<file path="config.mk">
export PLATFORM = sky130hd
export DESIGN_NAME = dm_store_buffer
export DESIGN_NICKNAME = d
export VERILOG_FILES = /design/src/rtl/dm_store_buffer.sv
export SDC_FILE = /design/constraint.sdc
export NUM_CORES = 1
export LEC_CHECK = 0
export ABC_AREA = 1
export CELL_PAD_IN_SITES_DETAIL_PLACEMENT = 0
export CELL_PAD_IN_SITES_GLOBAL_PLACEMENT = 1
export CORE_MARGIN = 1
export CORE_UTILIZATION = 30
export CTS_BUF_LIST = sky130_fd_sc_hd__clkbuf_4 sky130_fd_sc_hd__clkbuf_8 sky130_fd_sc_hd__clkbuf_16
export DETAILED_ROUTE_END_ITERATION = 8
export PLACE_DENSITY = 0.69
export SETUP_SLACK_MARGIN = 0.4
export SLEW_MARGIN = 30
export SYNTH_ARGS = -nofsm -noshare
export SYNTH_HDL_FRONTEND = slang
export SYNTH_SLANG_ARGS = --single-unit
</file>
<file path="constraint.sdc">
create_clock -name Clk -period 4.8 [get_ports Clk]
set_input_delay 0.96 -clock Clk [delete_from_list [all_inputs] [get_ports Clk]]
set_output_delay 0.96 -clock Clk [all_outputs]
set_load 0.02 [all_outputs]
</file>
<file path="src/rtl/dm_store_buffer.sv">
// Store buffer between the MEM stage and the single-ported data memory, with load forwarding.
// Optional store coalescing into the newest entry is enabled by defining STB_COALESCE_EN.
module dm_store_buffer #(
  parameter int unsigned DEPTH  = 4,
  parameter int unsigned ADDR_W = 32
) (
  input  logic              Clk,
  input  logic              reset,
  input  logic              st_valid,
  output logic              st_ready,
  input  logic [ADDR_W-1:0] st_addr,
  input  logic [31:0]       st_data,
  input  logic [3:0]        st_be,
  input  logic              ld_valid,
  input  logic [ADDR_W-1:0] ld_addr,
  output logic [31:0]       ld_data,
  output logic              empty,
  output logic              dm_we,
  output logic [31:0]       dm_addr,
  output logic [31:0]       dm_wd,
  input  logic [31:0]       dm_rd
);

  localparam int unsigned PtrW = $clog2(DEPTH);
  localparam int unsigned WordW = ADDR_W - 2;
  localparam logic [PtrW-1:0] PtrOne = PtrW'(1);
  localparam logic [PtrW:0] CntOne = (PtrW+1)'(1);
  localparam logic [PtrW:0] CntFull = (PtrW+1)'(DEPTH);

  logic [WordW-1:0] addr_q [DEPTH];
  logic [31:0]      data_q [DEPTH];
  logic [3:0]       be_q   [DEPTH];

  logic [PtrW-1:0] head_q, tail_q;
  logic [PtrW:0]   count_q;

  logic [WordW-1:0]  st_word, ld_word;
  logic [PtrW-1:0]   newest, idx;
  logic [ADDR_W-1:0] port_addr;
  logic              full, drain, merge, alloc, coal_ok;

  always_comb begin
    st_word = st_addr[ADDR_W-1:2];
    ld_word = ld_addr[ADDR_W-1:2];
    newest  = tail_q - PtrOne;
    empty   = (count_q == '0);
    full    = (count_q == CntFull);
    drain   = !ld_valid && !empty;
`ifdef STB_COALESCE_EN
    // A single entry being drained this cycle is no longer a merge target.
    coal_ok  = !empty && (addr_q[newest] == st_word) && !(drain && count_q == CntOne);
    st_ready = !full || coal_ok;
    merge    = st_valid && (st_be != 4'b0000) && coal_ok;
`else
    coal_ok  = 1'b0;
    st_ready = !full;
    merge    = 1'b0;
`endif
    alloc = st_valid && st_ready && (st_be != 4'b0000) && !merge;
  end

  // DM port: loads have priority, otherwise retire the head with read-merge-write.
  always_comb begin
    dm_we     = drain;
    port_addr = drain ? {addr_q[head_q], 2'b00} : {ld_word, 2'b00};
    dm_addr   = 32'(port_addr);
    dm_wd     = dm_rd;
    for (int b = 0; b < 4; b++) begin
      if (be_q[head_q][b]) dm_wd[8*b +: 8] = data_q[head_q][8*b +: 8];
    end
  end

  // Oldest to newest so the youngest matching byte wins.
  always_comb begin
    ld_data = dm_rd;
    idx     = head_q;
    for (int unsigned i = 0; i < DEPTH; i++) begin
      idx = head_q + PtrW'(i);
      if (((PtrW+1)'(i) < count_q) && (addr_q[idx] == ld_word)) begin
        for (int b = 0; b < 4; b++) begin
          if (be_q[idx][b]) ld_data[8*b +: 8] = data_q[idx][8*b +: 8];
        end
      end
    end
  end

  always_ff @(posedge Clk or negedge reset) begin
    if (!reset) begin
      head_q  <= '0;
      tail_q  <= '0;
      count_q <= '0;
    end else begin
      if (alloc) tail_q <= tail_q + PtrOne;
      if (drain) head_q <= head_q + PtrOne;
      if (alloc && !drain)      count_q <= count_q + CntOne;
      else if (!alloc && drain) count_q <= count_q - CntOne;
    end
  end

  // Entry payload needs no reset; validity is tracked by the pointers.
  always_ff @(posedge Clk) begin
    if (alloc) begin
      addr_q[tail_q] <= st_word;
      data_q[tail_q] <= st_data;
      be_q[tail_q]   <= st_be;
    end
`ifdef STB_COALESCE_EN
    if (merge) begin
      for (int b = 0; b < 4; b++) begin
        if (st_be[b]) data_q[newest][8*b +: 8] <= st_data[8*b +: 8];
      end
      be_q[newest] <= be_q[newest] | st_be;
    end
`endif
  end

endmodule

</file>
## After elaboration in Yosys (flattened, before gate mapping)

Memory sizes are Yosys's and may differ from the RTL's.
Index checks and enable logic that the tools add are counted.

| storage, ports and cells | value |
|---|---|
| memory bits (writable) | 264 |
| word-level logic and storage cells | 63 |
| memories kept | 3 |
| output and inout bits | 99 |
| latch bits | 0 |
| input port bits | 136 |
| register bits | 7 |
| ROM bits | 0 |

Memory list:

| memory | depth | width | read ports | clocked after Yosys merged registers in | wr ports | line | RTL |
|---|---|---|---|---|---|---|---|
| data_q | 4 | 32 | 4 | 0 | 1 | 31 | `logic [31:0] data_q [DEPTH];` |
| addr_q | 4 | 30 | 4 | 0 | 1 | 30 | `logic [WordW-1:0] addr_q [DEPTH];` |
| be_q | 4 | 4 | 4 | 0 | 1 | 32 | `logic [3:0] be_q [DEPTH];` |

| cells by class | value |
|---|---|
| bitwise operators | 0 |
| reductions and logical operators | 17 |
| magnitude comparators | 4 |
| multipliers | 0 |
| shift-type cells | 0 |
| divide/modulo/power cells | 0 |
| equality and inequality tests | 5 |
| multiplexer cells | 25 |
| add/sub/neg operators | 6 |

Operator list:

| kind | number |
|---|---|
| $mux W32 | 5 |
| $mux W8 | 16 |
| $eq A30 B30 Y1 | 4 |
| $logic_and A1 B1 Y1 | 9 |
| $lt A1 B3 Y1 const A | 2 |
| $lt A2 B3 Y1 const A | 2 |
| $mux W3 | 2 |
| $logic_not A1 Y1 | 5 |
| $add A2 B1 Y2 const B | 2 |
| $add A2 B2 Y2 const B | 2 |
| $reduce_bool A4 Y1 | 1 |
| $add A3 B1 Y3 const B | 1 |
| $eq A3 B3 Y1 const B | 1 |
| $logic_not A3 Y1 | 1 |
| $sub A3 B1 Y3 const B | 1 |
| $mux W1 | 2 |
| $reduce_bool A2 Y1 | 1 |

## Logic depth before layout (Yosys ltp)

An unclocked memory read counts as a cell.

| depth | value |
|---|---|
| word-level depth | 10 |
| gate-level depth with buffers | 21 |

## Least setup slack after synthesis

No wires, ideal clock.

| timing | value |
|---|---|
| path type | input port to flip-flop |
| start | in st_valid |
| end | mem addr_q[0][0] (netlist name) (enable) |
| cell stages on the path | 4 |
| path slack | 0.171 ns |
| data required time | 4.310 ns |
| arrival time | 4.138 ns |
| buffers on the path | 0 |
| cell sequence | nand2_1 -> nor2_1 -> inv_1 -> nor2_1 |

| between the ends | value |
|---|---|
| word-level cells in the longest chain between the ends | 4 |

Ends and longest elaborated chain:

| element | line | RTL |
|---|---|---|
| start, declared | 9 | `input logic st_valid,` |
| $logic_and A1 B1 Y1 (2 in series) | 59 | `alloc = st_valid && st_ready && (st_be != 4'b0000) && !merge;` |
| named net alloc | 40 | `logic full, drain, merge, alloc, coal_ok;` |
| $mux W1 | 102 | `if (alloc) begin` |
| $mux W1 (implied by the code) | 103 | `addr_q[tail_q] <= st_word;` |
| end, declared | 30 |  |

The timed path passes the listed nets, and every way through them passes these cells.

## Worst setup path in the final report

| timing | value |
|---|---|
| start | reg head_q[0] |
| end | out ld_data[10] |

| between the ends | value |
|---|---|
| word-level cells in the longest chain between the ends | 10 |

Ends and longest elaborated chain:

| element | line | RTL |
|---|---|---|
| start, declared | 34 | `logic [PtrW-1:0] head_q, tail_q;` |
| start signal, assigned | 94 | `if (drain) head_q <= head_q + PtrOne;` |
| branches (longest 9 deep; another with $mem_v2 Z4 W30) | - |  |
| $mux W32 * | 79 | `if (((PtrW+1)'(i) < count_q) && (addr_q[idx] == ld_word)) begin` |
| end, declared | 16 | `output logic [31:0] ld_data,` |

Every way passes the cells marked *.

==> flow_summary_export.csv <==
group,metric,value,unit
run_status,status,"completed",
die,io-pin-count,235,
setup_path,crit_chain,"buf_12 -> buf_12 -> bufbuf_16 -> o21ai_2 -> nand2_1 -> nand3_2 -> nand4_1 -> nor2_4 -> nand3_4 -> nor2_4 -> buf_12 -> buf_12 -> buf_8 -> nand3_2 -> nand2_1 -> inv_1 -> a21oi_2 -> buf_4",
global_routing,grt_pass1_wl,118000,microns
yosys,muxShareOfSynthArea,4.89,%
cts,clk_latency,580,ps
drt,drtIter0Drc,1900,
cts,cts.sinks,271,
cells_and_area,nets,3249,
placed_design,dp.final_hpwl,51100,microns
cts,tritoncts,"built",
yosys,yosysTopAreaCell,"edfxtp_1",
global_routing,grt_busiest_layer,"met2",
pwr,total_power,18300,uW
yosys,synth_cells,2727,
sta,max_freq,221,MHz
cells_and_area,layout-drive-gt1-share,20.9,%
global_routing,overflow,0,
setup_path,cpPeakStageDelay,490,ps
sta,rsz0062_at_grt,"yes",
sta,layout_setup_ws,277,ps
cts,cts-htree-levels,2,
drt,wl,80700,microns
global_routing,grtUsageMet1,30.9,%
setup_path,r2r-end,"data_q[1][20]",
yosys,synthSimpleGateAreaFrac,35.2,%
sta,setup_viol,0,
cells_and_area,layout_common_cells,"nand2_1, nand3_1, edfxtp_1",
die,core-area,64600,sq um
setup_path,timing.reg2reg.setup_slack,1780,ps
pwr,power_density,658,nW/um^2
setup_path,crit_required,3840,ps
cells_and_area,syn2layout_area_growth,41.8,%
die,die_y,258,microns
setup_path,crit_cells,18,
die,row_count,93,
yosys,synth.distinct_cells,37,
yosys,synth_xor_area_share,0.758,%
yosys,synth-adder-area-share,0.573,%
worst_hold_path,worstHoldStart,"count_q[1]",
yosys,synthArstFlopShare,2.58,%
yosys,synth_top_family_by_area,"simple AND/OR/NAND/NOR gates",
setup_path,critical_path_class,"reg -> out",
yosys,syn_area_per_cell,7.20,sq um
drt,drc,0,
cts,cts_made_buffers,37,
global_routing,grt_use_met3,3.90,%
sta,hold_viol,0,
global_routing,grt_max_degree,60,
setup_path,arrival,3560,ps
sta,fin_crit,4520,ps
worst_hold_path,holdPathEnd,"count_q[1]",
sta,finClkSkew,36.8,ps
global_routing,grtUsageMet2,39.2,%
sta,tightestPinTransition,772,ps
setup_path,cpMostUsedCell,"buf_12",
yosys,yosysSeqAreaShare,41.2,%
cells_and_area,fin_cells,3990,
cells_and_area,utilization,43.1,%
placed_design,io_buffers,228,
setup_path,critPathLaunchType,"flop",
setup_path,cpLargestDelayFamily,"buffers and inverters",
global_routing,grtUsageTotal,23.3,%
cts,cts_buffer_depth,3,
sta,relSlewSlack,48.5,%
setup_path,r2r-start,"count_q[0]",
setup_path,end_kind,"output pin",
global_routing,antenna_found_initial,10,
worst_hold_path,hold_depth,2,
drt,vias_per_cell,5.16,
global_routing,grt_pass1_vias,19427,
drt,via_count,20592,
cells_and_area,final_common_cell,"nand2_1",
placed_design,gp_congestion,0.872,
die,die_area,66500,sq um
yosys,synth_top_area_share,40.4,%
yosys,synth-seq-cells,271,
die,initial_utilization,30.4,%
worst_hold_path,min_path_type,"reg -> reg",
die,die_w,258,microns
yosys,yosys_most_used_dff,"edfxtp_1",
setup_path,ff2ff_path_depth,9,
sta,finalMaxSlewViolations,0,
setup_path,crit_buf_inv,8,
cts,clkTransAtPathRegs,50,ps
yosys,synth.area.top_cells,"edfxtp_1, nand2_1, nand3_1",
placed_design,place_ws,-323,ps
cts,cts_root_buf,"clkbuf_16",
setup_path,cpMaxStageDelayCell,"dfrtp_4",
drt,first_pass_iters,6,
placed_design,dp_cells,3826,
drt,post_drt_wl_per_cell,20.2,microns
job,max-cap-violations,0,
drt,drtAntennaViolNets,0,
yosys,ys_warn_count,0,
setup_path,cp_max_fo,6,
yosys,syn_area,19600,sq um
yosys,synth-edff-count,264,
sta,final.period_utilization,94.2,%
pwr,leakagePower,0.0122,uW
yosys,synth_compound_area_share,9.30,%
cts,postCtsHoldBufs,0,
pwr,peakVddDrop,0.329,mV
-- tightest hold or removal path, stage by stage, from the launching register on --
cell,delay [ps]
dfrtp_1,360
nand2_1,50
o21ai_0,60
-- report_power, final --
group	total [uW]	internal, uW	switching (uW)
registers	3320	3110	208
logic	12300	4670	7650
clock network	2680	1580	1100
-- flip-flops by register name, indices dropped and copies added (netlist names) --
signal	cells
count_q	3
tail_q	2
be_q	16
data_q	128
head_q	2
addr_q	120
-- through the flow --
stage / hold slack [ps] / cell area, sq um / TNS (ps)
6_report: 515 / 27900 / 0
5_1_grt: 564 / 27900 / 0
4_1_cts: 515 / 26800 / 0
3_5_place_dp: 504 / 23700 / -8800
3_3_place_gp: 491 / 23700 / -9540
2_1_floorplan: 475 / 19600 / 0
-- synthesized netlist by cell type (28+ instances only) --
cell type and n:
nand2_1 1150, nand3_1 351, edfxtp_1 264, inv_1 211
o21ai_0 143, mux2i_1 96, nor2_1 71, a21oi_1 65
buf_2 55, o211ai_1 55, clkbuf_1 50, or2_2 36
o21a_1 32, nand4_1 28
-- cell type report --
class                           count  area (sq um)
Multi-Input combinational cell   2103         11200
Timing Repair inverter              1          16.3
Timing Repair Buffer              475          5470
Inverter                          215           841
Clock inverter                     22           153
Antenna cell                        2          5.00
Clock buffer                       46          1030
Sequential cell                   271          8110
Fill cell                        6348         36700
Tap cell                          855          1070
-- how the worst max path moves through the flow --
stage / startpoint / end / slack [ps]
6_report: head_q[0] / ld_data[10] / 280
5_1_grt: head_q[0] / ld_data[10] / 110
4_1_cts: head_q[0] / ld_data[9] / 270
3_5_place_dp: ld_addr[9] / ld_data[2] / -320
3_3_place_gp: ld_addr[9] / ld_data[2] / -340
2_1_floorplan: st_valid / addr_q[0][0] / 170
-- cell families (layout without fill, tap and decap cells) --
family,Yosys count,in the layout
adder cells (fa/ha/maj),9,9
buffers and inverters,358,759
flip-flops,271,271
XOR/XNOR,17,17
AND/OR/NAND/NOR,1654,1658
multiplexers,96,96
other,1,4
AO/OA/AOI/OAI,321,321
-- repair_timing --
item	4_1_cts	5_1_grt
resized for setup	363	225
endpoints found under the setup margin	72	85
gates cloned	29	7
pin swaps	61	87
buffers inserted	45	13
-- routing by layer --
layer	routed length, microns	share of wire (%)
met5	107	0.13
met4	2120	2.6
met3	6250	7.7
met2	37700	47
met1	34600	43
No activity file was read; power rests on OpenSTA's default activity.
